## src/rtl/sram_responder.sv

```systemverilog
// Single-request responder driving one asynchronous SRAM bank with programmable
// strobe width; every pin-side signal comes straight from a flop.
module sram_responder #(
    parameter int ADDR_W      = 20,
    parameter int WAIT_CYCLES = 1
) (
    input  logic              clk,
    input  logic              rst,
    input  logic              req_valid,
    output logic              req_ready,
    input  logic [31:0]       req_addr,
    input  logic              req_we,
    input  logic [3:0]        req_be,
    input  logic [31:0]       req_wdata,
    output logic              resp_valid,
    output logic [31:0]       resp_rdata,
    output logic [ADDR_W-1:0] ram_addr,
    output logic [31:0]       ram_data_out,
    output logic              ram_data_oe,
    input  logic [31:0]       ram_data_in,
    output logic              ram_ce_n,
    output logic              ram_oe_n,
    output logic              ram_we_n,
    output logic [3:0]        ram_be_n
);
    localparam int CNT_W = (WAIT_CYCLES > 0) ? $clog2(WAIT_CYCLES + 1) : 1;
    localparam logic [CNT_W-1:0] CNT_LAST = CNT_W'(WAIT_CYCLES);

    typedef enum logic [2:0] {
        IDLE,
        RD,
        WR_SETUP,
        WR_PULSE,
        WR_HOLD,
        DONE
    } state_t;

    state_t            state_q, state_d;
    logic [CNT_W-1:0]  cnt_q, cnt_d;
    logic [ADDR_W-1:0] addr_q, addr_d;
    logic [3:0]        be_q, be_d;
    logic [31:0]       wdata_q, wdata_d;
    logic [31:0]       rdata_q, rdata_d;
    logic              resp_q, resp_d;
    logic              ce_n_q, ce_n_d;
    logic              oe_n_q, oe_n_d;
    logic              we_n_q, we_n_d;
    logic              data_oe_q, data_oe_d;
    logic [3:0]        be_n_q, be_n_d;
    logic              cnt_done;

    // Byte-lane bits and address bits above the SRAM window are dropped silently.
    logic unused_addr_bits;
    assign unused_addr_bits = ^{req_addr[1:0], req_addr[31:ADDR_W+2]};

    assign cnt_done = (cnt_q == CNT_LAST);

    always_comb begin
        state_d = state_q;
        addr_d  = addr_q;
        be_d    = be_q;
        wdata_d = wdata_q;
        rdata_d = rdata_q;
        case (state_q)
            IDLE: begin
                if (req_valid) begin
                    addr_d  = req_addr[ADDR_W+1:2];
                    be_d    = req_be;
                    wdata_d = req_wdata;
                    if (!req_we)
                        state_d = RD;
                    else if (req_be != 4'h0)
                        state_d = WR_SETUP;
                    else
                        state_d = DONE;
                end
            end
            RD: begin
                if (cnt_done) begin
                    rdata_d = ram_data_in;
                    state_d = DONE;
                end
            end
            WR_SETUP: state_d = WR_PULSE;
            WR_PULSE: if (cnt_done) state_d = WR_HOLD;
            WR_HOLD:  state_d = DONE;
            DONE:     state_d = IDLE;
            default:  state_d = IDLE;
        endcase

        // The counter restarts on every state entry and only runs in timed states.
        if (state_d != state_q)
            cnt_d = '0;
        else if (state_q == RD || state_q == WR_PULSE)
            cnt_d = cnt_q + 1'b1;
        else
            cnt_d = cnt_q;

        // Pin values are decoded from the upcoming state so they land in a flop.
        ce_n_d    = 1'b1;
        oe_n_d    = 1'b1;
        we_n_d    = 1'b1;
        be_n_d    = 4'hF;
        data_oe_d = 1'b0;
        resp_d    = 1'b0;
        case (state_d)
            RD: begin
                ce_n_d = 1'b0;
                oe_n_d = 1'b0;
                be_n_d = 4'h0;
            end
            WR_SETUP, WR_HOLD: begin
                ce_n_d    = 1'b0;
                data_oe_d = 1'b1;
                be_n_d    = ~be_d;
            end
            WR_PULSE: begin
                ce_n_d    = 1'b0;
                we_n_d    = 1'b0;
                data_oe_d = 1'b1;
                be_n_d    = ~be_d;
            end
            DONE:    resp_d = 1'b1;
            default: ;
        endcase
    end

    always_ff @(posedge clk or posedge rst) begin
        if (rst) begin
            state_q   <= IDLE;
            cnt_q     <= '0;
            addr_q    <= '0;
            be_q      <= 4'h0;
            wdata_q   <= 32'h0;
            rdata_q   <= 32'h0;
            resp_q    <= 1'b0;
            ce_n_q    <= 1'b1;
            oe_n_q    <= 1'b1;
            we_n_q    <= 1'b1;
            be_n_q    <= 4'hF;
            data_oe_q <= 1'b0;
        end else begin
            state_q   <= state_d;
            cnt_q     <= cnt_d;
            addr_q    <= addr_d;
            be_q      <= be_d;
            wdata_q   <= wdata_d;
            rdata_q   <= rdata_d;
            resp_q    <= resp_d;
            ce_n_q    <= ce_n_d;
            oe_n_q    <= oe_n_d;
            we_n_q    <= we_n_d;
            be_n_q    <= be_n_d;
            data_oe_q <= data_oe_d;
        end
    end

    assign req_ready    = (state_q == IDLE);
    assign resp_valid   = resp_q;
    assign resp_rdata   = rdata_q;
    assign ram_addr     = addr_q;
    assign ram_data_out = wdata_q;
    assign ram_data_oe  = data_oe_q;
    assign ram_ce_n     = ce_n_q;
    assign ram_oe_n     = oe_n_q;
    assign ram_we_n     = we_n_q;
    assign ram_be_n     = be_n_q;

endmodule
```

## config.mk

```make
export PLATFORM = sky130hd
export DESIGN_NAME = sram_responder
export DESIGN_NICKNAME = d
export VERILOG_FILES = /design/src/rtl/sram_responder.sv
export SDC_FILE = /design/constraint.sdc
export NUM_CORES = 1
export LEC_CHECK = 0
export CAP_MARGIN = 0
export CORE_UTILIZATION = 35
export CTS_CLUSTER_DIAMETER = 80
export DETAILED_ROUTE_END_ITERATION = 10
export GPL_ROUTABILITY_DRIVEN = 0
export GPL_TIMING_DRIVEN = 0
export PLACE_DENSITY = 0.77
export SKIP_CTS_REPAIR_TIMING = 1
export SYNTH_ARGS = -nofsm -noshare
export SYNTH_HDL_FRONTEND = slang
export SYNTH_SLANG_ARGS = --single-unit
```

## constraint.sdc

```tcl
create_clock -name clk -period 4.26 [get_ports clk]
set_input_delay 0.639 -clock clk [delete_from_list [all_inputs] [get_ports clk]]
set_output_delay 0.639 -clock clk [all_outputs]
set_load 0.02 [all_outputs]
```

# Yosys cells after proc, flatten, opt, wreduce, memory -nomap -nowiden
# Index checks and enable logic that the tools add are counted.
# W data, S select, Z words.
totals:
  input_bits: 104
  out_inout_bits: 94
  reg_bits: 101
  n_memories: 0
  latchBits: 0
  ram_bits: 0
  romBits: 0
op_classes:
  shift: 0
  n_reduce_logical: 8
  multipliers: 0
  bitwise_logic: 1
  n_div: 0
  mux: 16
  addsub: 1
  eq_ne: 10
  n_lt_le_gt_ge: 0
op_table:
  columns: ["cell", "count"]
  rows:
  - ["$mux W3", 5]
  - ["$pmux W3 S5", 1]
  - ["$eq A3 B2 Y1 const B", 4]
  - ["$eq A3 B3 Y1 const B", 3]
  - ["$mux W4", 2]
  - ["$pmux W4 S2", 1]
  - ["$mux W1", 7]
  - ["$eq A3 B1 Y1 const B", 2]
  - ["$not A4 Y4", 1]
  - ["$reduce_and A2 Y1", 2]
  - ["$reduce_bool A4 Y1", 1]
  - ["$reduce_or A4 Y1", 1]
  - ["$logic_not A3 Y1", 1]
  - ["$ne A3 B3 Y1", 1]
  - ["$reduce_or A3 Y1", 1]
  - ["$reduce_bool A2 Y1", 1]
  - ["$add A1 B1 Y1 const B", 1]
  - ["$logic_or A1 B1 Y1", 1]

# Longest topological paths before layout
depth:
  depth_word: 8
  depth_mapped: 6
  mapped_depth_nobuf: 4

# Least setup slack after synthesis
# OpenSTA, ideal clock, no wires.
synth_path:
  kind: "input port to flip-flop"
  startpoint: "input req_valid"
  endpoint: "register wdata_q[0] (netlist: ram_data_out[0])"
  setup_time_ns: 0.125
  path_stages: 4
  arrival_ns: 1.649
  required_ns: 4.135
  n_path_buf: 2
  setup_slack_ns: 2.486
  path_cell_list: "nor4b_2 -> buf_2 -> buf_2 -> mux2_2"
synth_via:
  elab_chain_cells: 1
synth_lines:
  columns: ["item", "line_no", "rtl"]
  rows:
  - ["start: declaration", "9", "input logic req_valid,"]
  - ["$reduce_and A2 Y1 (no source line)", null, null]
  - ["end signal: assignment", "147", "wdata_q <= wdata_d;"]
  - ["end: declaration", "42", "logic [31:0] wdata_q, wdata_d;"]
# No other way between the ends.
# A chain may end at the register's enable or synchronous reset.

# Worst setup path in the final report
layout_path:
  startpoint: "register state_q[1]"
  endpoint: "output req_ready"
layout_via:
  elab_chain_cells: 1
layout_lines:
  columns: ["item", "line_no", "rtl"]
  rows:
  - ["start: declaration", "38", "state_t state_q, state_d;"]
  - ["start signal: assignment", "143", "state_q <= state_d;"]
  - ["$logic_not A3 Y1", "158", "assign req_ready = (state_q == IDLE);"]
  - ["end: declaration", "10", "output logic req_ready,"]
# No other way between the ends.

==> summary.txt <==
Cells and area
  – Final non-filler cell total: 576
  – Commonest non-fill, non-tap cells in the layout: 185 x clkdlybuf4s50_1, 94 x dfrtp_1, 88 x mux2_2
  – Register Area: ~0.0025 mm2
  – Most common cell after layout, fill and taps aside: clkdlybuf4s50_1
  – Fin nets: 539
  – Fillers: between 800 and 900
  – Syn-to-layout area delta: 58.4%
  – Share of layout cells above drive strength 1: 0.291
  – Multi-input logic area: around 0.0012 mm2
  – Diode count: 0

STA
  – Total Neg Setup Slack: 0 ps
  – Final Hold Vio Count: 0
  – Unrepaired setup endpoints after global routing: no
  – Fin worst setup slack: about 1500 ps
  – Tightest Pin Transition: roughly 760 ps
  – Clock Skew: 14.3 ps
  – Rel. slew slack: 0.487
  – Peak Freq: between 300 and 400 MHz
  – Final worst-path cycle share: 0.642
  – Final setup fails: 0
  – Hold slack: between 500 and 600 ps
  – Minimum clock period: around 2700 ps
  – Max-slew violation count: 0

Critical path
  – Reg2Reg Launch Point: state_q[2]
  – Worst path cell trace: or3_1, buf_2, inv_1, clkdlybuf4s50_1
  – R2r setup slk: 2300 ps
  – Critical path fanouts, max: 8
  – Crit end category: primary output
  – Critical path required time: ~3600 ps
  – Worst path max stage delay: 630 ps
  – Critical path arrival: about 2100 ps
  – Critical Path Slowest Stage Cell: clkdlybuf4s50_1
  – Startpoint type of the worst setup path: register
  – R2R cell count: 5
  – CP Class: reg -> out
  – FF-to-FF End: ram_data_out[28]

Global route
  – Global-route wire length before repair: between 10000 and 15000 um
  – Largest net degree at the start of global routing: just over 70
  – GR met2 Demand/Resource: 0.267
  – Met3 Use GR: 0.0419
  – Total Routing Usage GR: 0.151
  – Grt ovf: 0
  – Global Route met1 Usage: 0.174
  – Global routing's busiest layer: met2
  – Vias in the first global route: between 2000 and 3000
  – Initial antenna violation count: 0

Min path
  – Worst hold endpoint: be_q[2]
  – Hold Startpoint: be_q[2]
  – Hold Path Class: reg -> reg
  – Hold Path Stages: 1

Floorplanning
  – Io pins: around 200
  – Core area: around 0.011 mm2
  – Die area: between 0.01 and 0.015 mm2
  – Die span in y: between 100 and 150 um
  – Die Width: around 110 um
  – Standard-cell rows: 37
  – Starting Density: 0.367

Outcome
  – Status: finished, final reports clean

Routing
  – ANT nets after route: 0
  – Remaining DRCs: 0
  – Routed vias/inst: 4.68
  – WL final: approximately 8600 um
  – Via count: about 2700
  – Drt first pass iters: 4
  – Wire per inst: approximately 15 um
  – Initial DRC count: 39

Power
  – Sw Share: 0.351
  – Internal power: just over 3 mW
  – Seq pwr share: 0.352
  – Net Switching: roughly 1.7 mW
  – P per Cell Area: approximately 790 mW/mm2
  – Power share of the clock group: 0.128
  – Combinational share of power: 0.520
  – Overall Power: 4.80 mW
  – LEAKAGE: roughly 2.5 nW
  – Peak supply drop: 0.000334 V

Yosys
  – Seq/Total Area, Yosys: 0.658
  – Post-synthesis cell count: about 240
  – Seq cells post-synth: about 100
  – Average size of a mapped cell: roughly 16 um2
  – Yosys Warn Count: 0
  – Mapped cell area: 0.00386 mm2
  – Library cells used by synthesis: 28
  – Synth Net Count: between 300 and 400

CTS
  – H-tree level count: 3
  – CTS tree: done
  – CTS max path bufs: 2
  – CTS Root Cell: clkbuf_8
  – TritonCTS Buffers: 9
  – # clock sinks: 101
  – Clock latency at the later pin of the worst-skew pair: around 360 ps
  – Clock slew at reported path FFs: about 100 ps

Placement
  – Port Buffer Count: approximately 190
  – Setup WS pre-CTS: between 1500 and 2000 ps
  – Inst Count DP: 560
  – HPWL Detailed: ~6500 um

Flow run
  – Max-cap check violation count: 0
## flip-flops by register name (all words and copies together) (netlist names)
signal and cells:
resp_rdata 32, ram_ce_n 1, ram_we_n 1, resp_valid 1, be_q 4, state_q 3, ram_data_out 32, ram_oe_n 1
ram_be_n 4, ram_addr 20, cnt_done 1, ram_data_oe 1
## power groups by stage
stage                     Combinational, mW  Sequential [mW]  Clock [mW]
final                                  2.49             1.69       0.616
after global routing                   2.63             1.75       0.685
after CTS                              2.53             1.70       0.649
after detailed placement               2.52             1.72           0
after global placement                 2.48             1.69           0
after floorplan                       0.799             2.26           0
## Yosys cell counts (all sizes together)
cell	instances	share of area
o31ai	1	0.0019
nand2b	1	0.0016
a211oi	1	0.0019
buf	12	0.019
a21oi	3	0.0039
o32ai	2	0.0094
nand4	1	0.0016
o21ai	1	0.0013
dfstp	7	0.048
inv	5	0.0049
mux2i	4	0.010
nor2	2	0.0019
or3	1	0.0016
o211ai	1	0.0019
a32o	1	0.0026
dfrtp	94	0.61
nand2	6	0.0058
nand3	1	0.0013
or3b	1	0.0023
o41ai	1	0.0023
or2	1	0.0016
o2111ai	1	0.0023
nor4	1	0.0016
nor4b	1	0.0039
mux2	88	0.26
## critical path: cells and delay by family (launching register included)
family | cells | cell delay (ps)
AND/OR/NAND/NOR | 1 | 390
buffers and inverters | 3 | 880
flip-flops | 1 | 470
## final cells by class
cell class,instances,area share
Sequential cell,101,0.415
Clock buffer,11,0.0231
Tap cell,136,0.0279
Multi-Input combinational cell,120,0.201
Timing Repair Buffer,186,0.308
Inverter,5,0.00348
Buffer,12,0.0121
Clock inverter,5,0.00983
## worst max-delay path by stage
stage	startpoint	endpoint	slack [ps]	cells after the start
floorplan	rst	be_q[0]	990	1
global placement	rst	resp_rdata[31]	-510	2
detailed placement	req_valid	ram_data_out[28]	1610	5
CTS	state_q[1]	req_ready	1500	4
global route	state_q[1]	req_ready	1430	4
finish	state_q[1]	req_ready	1520	4
## metal layers
metal	share of wire	up-vias
li1	-	1234
met1	0.40	1329
met2	0.52	117
met3	0.072	15
met4	0.013	0
met5	0	-
## stage by stage
step / utilization / cell area, um2
after floorplan: - / 3860
after global placement: 0.559 / 5880
after detailed placement: 0.562 / 5910
after CTS: 0.581 / 6110
after global routing: 0.581 / 6110
final: 0.581 / 6110
## kinds of logic after synthesis
group,Yosys count,share of synthesized area
muxes,92,0.267
and+or+nand+nor,16,0.0234
DFF,101,0.658
AOI/OAI and AO/OA,12,0.0276
buffers and inverters,17,0.0240
(Power assumes the default switching activity.)
